`config.mk`:
```
export PLATFORM = sky130hd
export DESIGN_NAME = axi_rt_regbus_arbiter
export DESIGN_NICKNAME = d
export VERILOG_FILES = /design/src/rtl/axi_rt_regbus_arb_pkg.sv /design/src/rtl/axi_rt_regbus_rr_pick.sv /design/src/rtl/axi_rt_regbus_arbiter.sv
export SDC_FILE = /design/constraint.sdc
export NUM_CORES = 1
export LEC_CHECK = 0
export ABC_AREA = 1
export CORE_AREA = 8 8 118 120
export CTS_BUF_LIST = sky130_fd_sc_hd__clkbuf_4
export CTS_CLUSTER_SIZE = 40
export DETAILED_ROUTE_END_ITERATION = 7
export DIE_AREA = 0 0 126 128
export GPL_ROUTABILITY_DRIVEN = 0
export SLEW_MARGIN = 20
export SYNTH_ARGS = -nofsm -noshare
export SYNTH_HDL_FRONTEND = slang
export SYNTH_HIERARCHICAL = 1
export SYNTH_SLANG_ARGS = --single-unit
```
`constraint.sdc`:
```
create_clock -name clk_i -period 1.3 [get_ports clk_i]
set_input_delay 0.13 -clock clk_i [delete_from_list [all_inputs] [get_ports clk_i]]
set_output_delay 0.13 -clock clk_i [all_outputs]
set_load 0.02 [all_outputs]
```
`src/rtl/axi_rt_regbus_arb_pkg.sv`:
```
// Shared types and helpers for the regbus round-robin arbiter family.
// Default request/response structs are provided for standalone builds.
package axi_rt_regbus_arb_pkg;

    localparam int unsigned MaxPorts = 16;

    typedef enum logic {
        IDLE,
        LOCKED
    } arb_state_e;

    typedef struct packed {
        logic [31:0] addr;
        logic        write;
        logic [31:0] wdata;
        logic [3:0]  wstrb;
        logic        valid;
    } reg_req_default_t;

    typedef struct packed {
        logic [31:0] rdata;
        logic        error;
        logic        ready;
    } reg_rsp_default_t;

    // Successor of a round-robin pointer, wrapping at num_ports.
    function automatic int unsigned rr_next(input int unsigned ptr, input int unsigned num_ports);
        return (ptr + 1 >= num_ports) ? 0 : ptr + 1;
    endfunction

endpackage

```
`src/rtl/axi_rt_regbus_rr_pick.sv`:
```
// Combinational rotate-priority selector: first set bit of valid_i at or
// above ptr_i, wrapping modulo NumPorts.
module axi_rt_regbus_rr_pick #(
    parameter int unsigned NumPorts = 2,
    localparam int unsigned IdxW = $clog2(NumPorts)
) (
    input  logic [NumPorts-1:0] valid_i,
    input  logic [IdxW-1:0]     ptr_i,
    output logic [IdxW-1:0]     winner_o,
    output logic                any_valid_o
);

    always_comb begin
        int unsigned idx;
        idx         = 0;
        winner_o    = '0;
        any_valid_o = 1'b0;
        for (int unsigned off = 0; off < NumPorts; off++) begin
            idx = 32'(ptr_i) + off;
            if (idx >= NumPorts) begin
                idx = idx - NumPorts;
            end
            if (!any_valid_o && valid_i[IdxW'(idx)]) begin
                any_valid_o = 1'b1;
                winner_o    = IdxW'(idx);
            end
        end
    end

endmodule

```
`src/rtl/axi_rt_regbus_arbiter.sv`:
```
// Round-robin arbiter sharing one register-bus port among NumPorts requesters,
// holding the grant across ready stalls. Optional per-port grant counters are
// enabled with the AXI_RT_REGBUS_ARB_STATS_EN macro.
module axi_rt_regbus_arbiter
    import axi_rt_regbus_arb_pkg::*;
#(
    parameter int unsigned NumPorts   = 2,
    parameter int unsigned RegIdWidth = 4,
    parameter int unsigned CntWidth   = 16,
    parameter type reg_req_t = reg_req_default_t,
    parameter type reg_rsp_t = reg_rsp_default_t,
    parameter type reg_id_t  = logic [RegIdWidth-1:0]
) (
    input  logic     clk_i,
    input  logic     rst_ni,
    input  reg_req_t req_i [NumPorts],
    output reg_rsp_t rsp_o [NumPorts],
    output reg_req_t req_o,
    input  reg_rsp_t rsp_i,
    output reg_id_t  id_o,
    output logic     busy_o
`ifdef AXI_RT_REGBUS_ARB_STATS_EN
    ,
    output logic [CntWidth-1:0] grant_cnt_o [NumPorts],
    input  logic                cnt_clear_i
`endif
);

    localparam int unsigned IdxW = $clog2(NumPorts);
    typedef logic [IdxW-1:0] idx_t;

    if (NumPorts < 2 || NumPorts > MaxPorts) begin : g_bad_ports
        $error("NumPorts must be within 2..16");
    end
    if (RegIdWidth < IdxW) begin : g_bad_idw
        $error("RegIdWidth too narrow to encode NumPorts");
    end
    if (CntWidth < 1) begin : g_bad_cntw
        $error("CntWidth must be at least 1");
    end

    arb_state_e          state_q, state_d;
    idx_t                rr_ptr_q, rr_ptr_d;
    idx_t                gnt_q, gnt_d;
    logic [NumPorts-1:0] req_valid;
    idx_t                winner;
    logic                any_valid;
    idx_t                sel;
    logic                active;

    always_comb begin
        req_valid = '0;
        for (int unsigned i = 0; i < NumPorts; i++) begin
            req_valid[i] = req_i[i].valid;
        end
    end

    axi_rt_regbus_rr_pick #(
        .NumPorts (NumPorts)
    ) i_rr_pick (
        .valid_i     (req_valid),
        .ptr_i       (rr_ptr_q),
        .winner_o    (winner),
        .any_valid_o (any_valid)
    );

    // While locked the stored grant wins regardless of new requests.
    assign sel    = (state_q == LOCKED) ? gnt_q : winner;
    assign active = (state_q == LOCKED) || any_valid;
    assign busy_o = (state_q == LOCKED);
    assign req_o  = active ? req_i[sel] : '0;
    assign id_o   = active ? reg_id_t'(sel) : '0;

    always_comb begin
        for (int unsigned i = 0; i < NumPorts; i++) begin
            rsp_o[i] = '0;
            if (active && sel == idx_t'(i)) begin
                rsp_o[i] = rsp_i;
            end
        end
    end

    always_comb begin
        state_d  = state_q;
        rr_ptr_d = rr_ptr_q;
        gnt_d    = gnt_q;
        case (state_q)
            IDLE: begin
                if (any_valid) begin
                    if (rsp_i.ready) begin
                        rr_ptr_d = idx_t'(rr_next(32'(winner), NumPorts));
                    end else begin
                        state_d = LOCKED;
                        gnt_d   = winner;
                    end
                end
            end
            LOCKED: begin
                if (rsp_i.ready) begin
                    state_d  = IDLE;
                    rr_ptr_d = idx_t'(rr_next(32'(gnt_q), NumPorts));
                end
            end
            default: state_d = IDLE;
        endcase
    end

    always_ff @(posedge clk_i or negedge rst_ni) begin
        if (!rst_ni) begin
            state_q  <= IDLE;
            rr_ptr_q <= '0;
            gnt_q    <= '0;
        end else begin
            state_q  <= state_d;
            rr_ptr_q <= rr_ptr_d;
            gnt_q    <= gnt_d;
        end
    end

`ifdef AXI_RT_REGBUS_ARB_STATS_EN
    logic                done;
    logic [CntWidth-1:0] cnt_q [NumPorts];
    logic [CntWidth-1:0] cnt_d [NumPorts];

    assign done = req_o.valid && rsp_i.ready;

    // Clear wins over a same-cycle increment; counters stick at all-ones.
    always_comb begin
        for (int unsigned i = 0; i < NumPorts; i++) begin
            cnt_d[i] = cnt_q[i];
            if (cnt_clear_i) begin
                cnt_d[i] = '0;
            end else if (done && sel == idx_t'(i) && cnt_q[i] != '1) begin
                cnt_d[i] = cnt_q[i] + 1'b1;
            end
        end
    end

    always_ff @(posedge clk_i or negedge rst_ni) begin
        if (!rst_ni) begin
            for (int unsigned i = 0; i < NumPorts; i++) begin
                cnt_q[i] <= '0;
            end
        end else begin
            for (int unsigned i = 0; i < NumPorts; i++) begin
                cnt_q[i] <= cnt_d[i];
            end
        end
    end

    assign grant_cnt_o = cnt_q;
`endif

`ifndef SYNTHESIS
    a_locked_valid_held: assert property (@(posedge clk_i) disable iff (!rst_ni)
        (state_q == LOCKED) |-> req_i[gnt_q].valid)
        else $error("locked requester dropped valid before completion");
`endif

endmodule

```
Word level (Yosys, flattened, before mapping) --
Cells that the tools add are included.
Operators by class: add/subtract/negate cells 5, muxes and demuxes 27, eq/ne operators 3, bitwise logic cells 4, shift-type cells 0, order comparisons 7, div/mod/pow operators 0, reductions and logical operators 7, $mul 0
Operators by type and width (count):
- $mux W70 | 4
- $mux W34 | 2
- $mux W1 | 19
- $ge A2 B2 Y1 const B | 4
- $add A1 B1 Y2 const B | 3
- $ne A2 B2 Y1 const B | 3
- $reduce_and A3 Y1 | 2
- $lt A1 B2 Y1 const B | 2
- $pmux W1 S2 | 2
- $logic_and A1 B1 Y1 | 3
- $not A1 Y1 | 3
- $ge A1 B2 Y1 const B | 1
- $not A1 Y2 | 1
- $sub A1 B1 Y1 const B | 2
- $logic_not A1 Y1 | 1
- $logic_or A1 B1 Y1 | 1
Word-level totals: output and inout bits 143, input bits 176, memory bits (writable) 0, memory bits (read-only) 0, memories kept 0, latch bits 0, logic and storage cells 56, register bits 3

Depth between registers and ports, before layout --
Gate-level depths: netlist of the first run.
depth after elaboration 14, mapped depth 8, mapped depth without buffers 7

Hierarchy --
Netlist of the first run, hierarchy kept.
Modules (own cells, without submodules):
- axi_rt_regbus_arbiter | area each 1785.5 µm², cells each 375, instances 1, sequential area each 75.1 µm²
- axi_rt_regbus_rr_pick | area each 18.8 µm², cells each 4, instances 1, sequential area each 0.0 µm²

Least setup slack after synthesis of the first run --
Ideal clock, no wire load.
path type reg-to-output, start register state_q, in the netlist busy_o, end output rsp_o[11] (netlist bit), stages on the path, launching flop included 7, data required time 1170 ps, arrival 1340 ps, path buffers 1, path slack -170 ps, cells stage by stage dfrtp_1 -> inv_2 -> nand2_1 -> nand2_2 -> nand2_2 -> buf_2 -> nor2_1
RTL lines:
- start, declared | line axi_rt_regbus_arbiter.sv:42 | arb_state_e state_q, state_d;
- start signal, assigned | line axi_rt_regbus_arbiter.sv:114 | state_q <= state_d;
- end, declared | line axi_rt_regbus_arbiter.sv:17 | output reg_rsp_t rsp_o [NumPorts],

==> results of run 1 <==
[worst max-delay path by stage]
stage | from | slack [ps] | endpoint | depth (start not counted)
final | rr_ptr_q | -730 | rsp_o[41] | 13
after global routing | rr_ptr_q | -810 | rsp_o[41] | 13
after CTS | rr_ptr_q | -780 | req_o[62] | 14
after detailed placement | req_i[0] | -1020 | rsp_o[20] | 10
after global placement | req_i[0] | -1000 | rsp_o[20] | 10
after floorplan | busy_o | -40 | rsp_o[35] | 6
[cells in the final DEF, fill, tap and decap left out]
cell type | netlist | routed
nor2_1 | 69 | 1
nand3_1 | 140 | 26
inv_2 | 1 | 3
a21oi_1 | 2 | 1
nand2_2 | 4 | 71
buf_6 | 10 | 195
nand2_1 | 78 | 5
clkdlybuf4s15_1 | 0 | 1
conb_1 | 1 | 3
o21ai_0 | 2 | 1
or2_1 | 1 | 1
a21oi_2 | 0 | 1
clkdlybuf4s50_1 | 0 | 173
nand3_4 | 0 | 22
dfrtp_2 | 0 | 1
buf_8 | 0 | 15
buf_4 | 3 | 20
clkbuf_16 | 0 | 8
inv_1 | 39 | 36
buf_16 | 0 | 6
nand2_8 | 0 | 3
inv_4 | 0 | 1
nand3_2 | 0 | 92
clkbuf_4 | 0 | 4
buf_12 | 0 | 18
nor2_4 | 0 | 68
bufbuf_16 | 0 | 1
nand2_4 | 1 | 4
dlygate4sd2_1 | 0 | 2
o21ai_2 | 0 | 1
dfrtp_1 | 3 | 2
[cell families after synthesis]
logic type	share of synthesized area
other cells	0.002078
simple gates	0.7178
flops	0.04161
buf+inv	0.2275
compound gates	0.01110
[repair_timing]
action,in CTS,in global routing
endpoints found under the setup margin,141,141
gates cloned,10,10
pin swaps,20,60
hold buffers,0,0
buffers inserted,54,43
gates resized for setup,929,206
[metrics by stage]
step	setup WS [ps]	TNS [ps]	util	total power (W)	hold WS (ps)
after global routing	-805.8	-88890	0.6843	0.006395	79.83
after floorplan	-37.29	-2190	-	0.001978	-165.6
final	-730.8	-77720	0.6843	0.006117	87.00
after CTS	-782.3	-75810	0.5845	0.005213	81.25
after detailed placement	-1020	-128050	0.4734	0.003853	345.1
after global placement	-1002	-129510	0.4734	0.003816	341.0
[metal layers]
| metal | up-vias | GRT usage | share of wire |
|---|---|---|---|
| met2 | 167 | 0.3879 | 0.56 |
| met3 | 30 | 0.04534 | 0.056 |
| li1 | 2034 | - | - |
| met5 | - | 0 | 0 |
| met4 | 0 | 0.04529 | 0.020 |
| met1 | 2052 | 0.2012 | 0.36 |
[registers in the layout (all words and copies together), names as in the netlist]
register	flops
gnt_q	1
busy_o	1
rr_ptr_q	1
[where the power goes]
group	switching, W	internal (W)	total, W
sequential	0.0000141	0.000107	0.000121
combinational	0.00268	0.00311	0.00579
clock	0.0000684	0.000137	0.000206
total	0.00276	0.00336	0.00612
[area by class of cell]
class | instances | area (um^2)
Tap cell | 150 | 187.7
Sequential cell | 3 | 76.32
Inverter | 40 | 152.6
Fill cell | 950 | 3855
Clock buffer | 4 | 30.03
Timing Repair Buffer | 439 | 5089
Multi-Input combinational cell | 300 | 2819
[critical path: cells and delay by family, from the launching register on]
family,cells,cell delay (ps)
buffers and inverters,8,900
AO/OA/AOI/OAI,1,60
AND/OR/NAND/NOR,4,310
flip-flops,1,390
==> results.cfg, run 1 <==
[critical_path]
r2r-start = busy_o
r2r_cells = 9
required_ps = 1170
critical_path.endpoint_type = primary output
critPathArrivalTime_ps = 1900
crit_top_cell = buf_6
ff2ff_setup_slack_ps = -170
worst-setup-path-type = reg2out
r2r_end = rr_ptr_q
crit_chain = inv_2 > a21oi_2 > inv_1 > nand2_2 > nand2_4 > buf_12 > nand2_8 > buf_6 > buf_6 > buf_12 > buf_4 > nor2_4 > buf_6
cp-start-kind = flip-flop
critPathSlowestCell = dfrtp_1
worst-path-max-fanout = 7
cp_slowest_stage_delay_ps = 390

[cts]
h-tree-depth = 1
cts.sinks = 3
cts_max_path_buffers = 2
path_clk_slew_ps = 40
clockRootBuffer = clkbuf_4
cts_buffers = 3
cts_tree = done
clk_latency_ps = 250

[layout]
diodes = 0
area_growth_pct = 363.0
drive_gt1_frac = 0.6794
stdcell_area_um2 = 8354
layout.nets = 963
stdcell_count = 936

[drt]
ant_nets = 0
first_iter_violations = 120
drc = 0
vias = 4283
drtPass1Iterations = 4
viasPerCell = 4.576
routedWlPerCell_um = 20.30
postRouteWirelength_um = 19000

[synth]
async_flop_share = 1.000
postSynthCellCount = 379
yosys-top-cells-count = nand3_1, nand2_1, nor2_1
mappedNetlistArea_um2 = 1804
synth_top_area_frac = 0.3883
synth-seq-area-share = 0.04161
ys_ff_latch = 3
synth_ff_type = dfrtp_1
synth.most_common_cell = nand3_1
synth_cell_type_count = 15
synth_top_area_cell = nand3_1
syn_area_per_cell_um2 = 4.761
synth_edf_count = 0
synth.area.top_cells = nand3_1, nand2_1, nor2_1, inv_1, buf_2
yosysWarnings = 6

[pwr]
p_per_area_nw_per_um2 = 732.1
p_leak_nw = 3.724
max-vdd-ir-drop_mv = 0.4154

[global_route]
grt_pass1_vias = 4441
grt_pass1_wl_um = 25250
grt_start_max_net_pins = 49
antenna_found_initial = 0
gr-total-overflow = 0
grtUsageTotal = 0.1954

[floorplanning]
die_h_um = 128
core_area_um2 = 12210
initial_core_util = 0.1478
dieArea_um2 = 16130
pin_count = 319
rows = 41
die_w_um = 126

[timing]
setup_viol = 140
period_needed_ps = 2031
rsz0062_at_grt = yes
max_freq_mhz = 492.4
slew_violations = 0
hold_viol_final = 0
setup_slack_ps = -730.8
fin_crit_sh = 1.562
clock_skew_ps = 3.560

[flow_run]
drv_cap = 0

[placement]
placed_cells = 831
dpl_cell_area_um2 = 5779
port_buffers = 315
hpwl_um = 12230

[outcome]
outcome = finished with violations
violations = setup timing

[worst_hold_path]
hp-class = in2async
(Power assumes the default switching activity.)
==> run 2, diff against run 1 <==
==> constraint.sdc (replaced) <==
create_clock -name clk_i -period 1.3 [get_ports clk_i]
set_input_delay 0.325 -clock clk_i [delete_from_list [all_inputs] [get_ports clk_i]]
set_output_delay 0.325 -clock clk_i [all_outputs]
set_load 0.02 [all_outputs]
==> run 2 against run 1 <==
Highest routed layer unchanged. Clock power shrank 8%. The run still ends with setup timing left. Worst setup slack worse by 12 ps. Combinational power decreased by 5.9%. Power shrank 5.8%. Count of clock-buffer cells in the layout stayed put. Largest power group unchanged.
==> results.cfg, run 2 (synthesized netlist as in run 1, its figures left out) <==
[cts]
cts.sinks = 3
path_clk_slew_ps = 40
cts_buffers = 3
cts_tree = done
clockRootBuffer = clkbuf_4
clk_latency_ps = 240
h-tree-depth = 1
cts_max_path_buffers = 2

[layout]
area_growth_pct = 348.0
drive_gt1_frac = 0.6195
layout_common_cells = clkdlybuf4s50_1, buf_6, nor2_4
layout.nets = 947
final_common_cell = clkdlybuf4s50_1
fill_cells = 990

[placement]
hpwl_um = 12040
port_buffers = 315

[floorplanning]
pin_count = 319
core_area_um2 = 12210
die_w_um = 126
dieArea_um2 = 16130
rows = 41
initial_core_util = 0.1478
die_h_um = 128

[global_route]
grt_pass1_vias = 4470
grt_start_max_net_pins = 32
grtUsageTotal = 0.1966
antenna_found_initial = 2
gr-total-overflow = 0
grt_pass1_wl_um = 25250

[drt]
drc = 0
vias = 4294
drtPass1Iterations = 4
viasPerCell = 4.657
first_iter_violations = 128
ant_nets = 0
routedWlPerCell_um = 20.02
postRouteWirelength_um = 18460

[timing]
max_freq_mhz = 489.6
rsz0062_at_grt = yes
period_needed_ps = 2043
clock_skew_ps = 6.592
setup_viol = 140
hold_ws_ps = 281.8
hold_viol_final = 0
fin_crit_sh = 1.571
slew_violations = 0
setup_slack_ps = -742.7

[critical_path]
worst-path-max-fanout = 8
required_ps = 980
ff2ff_setup_slack_ps = -190
r2r_end = rr_ptr_q
critical_path.endpoint_type = primary output
cp-start-kind = flip-flop
critPathArrivalTime_ps = 1720
worst-setup-path-type = reg2out
r2r-start = busy_o
r2r_cells = 10
worstSetupStartpoint = rr_ptr_q

[worst_hold_path]
hp-class = in2async

[pwr]
max-vdd-ir-drop_mv = 0.3599
swShare = 0.4532
p_clk_frac = 0.033
p_leak_nw = 3.622
power_frac_comb = 0.946
p_sw_w = 0.002610
p_per_area_nw_per_um2 = 712.6
total_power_w = 0.005760
p_int_w = 0.003150
p_seq_frac = 0.021

[outcome]
outcome = finished with violations
violations = setup timing

[flow_run]
drv_cap = 0
==> run 2: cell types whose count changed in the layout (fill, tap and decap cells not counted), sizes merged, moves of 2 or more <==
cell and change:
buf -14, clkbuf -3, bufbuf +2, diode +2, dlygate4sd2 -2, nand2 +2
==> run 2: worst max path at each step <==
stage                            to  slack [ps]  cells past startpoint
after floorplan           rsp_o[10]        -240                      6
after global placement     req_o[8]       -1370                      8
after detailed placement   req_o[8]       -1370                      8
after CTS                 rsp_o[47]        -780                      9
after global routing       req_o[8]        -820                     10
final                      req_o[8]        -740                     10
==> run 2: per-stage QoR <==
step / util / setup slack, ps / area (um^2) / setup TNS, ps / std cells
after floorplan: - / -236.3 / 2552 / -30130 / 381
after global placement: 0.4859 / -1368 / 5932 / -179820 / 836
after detailed placement: 0.4859 / -1371 / 5932 / -178920 / 836
after CTS: 0.5680 / -781.4 / 6935 / -95310 / 900
after global routing: 0.6620 / -815.5 / 8083 / -102590 / 922
final: 0.6620 / -742.7 / 8083 / -92090 / 922
==> run 2: timing repair <==
action	CTS	global route
setup endpoints to repair	141	141
setup buffers	43	14
cloned	18	6
gates resized for setup	762	247
hold buffers	0	0
pin swaps	13	33
==> run 2: layout make-up <==
class / count / area, um^2 / area share
Antenna cell: 2 / 5.005 / 0.0006192
Tap cell: 150 / 187.7 / 0.02322
Sequential cell: 3 / 76.32 / 0.009443
Inverter: 40 / 162.7 / 0.02012
Clock buffer: 4 / 30.03 / 0.003715
Timing Repair Buffer: 421 / 4982 / 0.6164
Multi-Input combinational cell: 302 / 2639 / 0.3265
==> run 2: layer usage <==
layer	part of all wire	GRT usage
met1	0.34	0.2063
met2	0.56	0.3740
met3	0.074	0.05116
met4	0.029	0.06157
met5	0	0
==> run 2: power groups by stage <==
stage                     Combinational, W  Clock, W  Sequential [W]
final                              0.00545  0.000189        0.000119
after global routing               0.00571  0.000203        0.000121
after CTS                          0.00456  0.000193        0.000118
after detailed placement           0.00378         0        0.000117
after global placement             0.00375         0        0.000117
after floorplan                    0.00189         0        0.000118
==> run 2: worst max-delay path, cell delays in order, from the launching register on <==
cell and delay (ps):
dfrtp_1 360, inv_2 50, a21oi_4 140, nand2_2 90, nand2_4 90, buf_12 130, buf_12 130, clkbuf_16 160
nand3_1 90, nand2_2 110, buf_6 120
==> run 3, diff against run 2 <==
- CAP_MARGIN: default -> 10
==> results of run 3 <==
The final DEF is identical to that of run 2; final timing and power are the same.
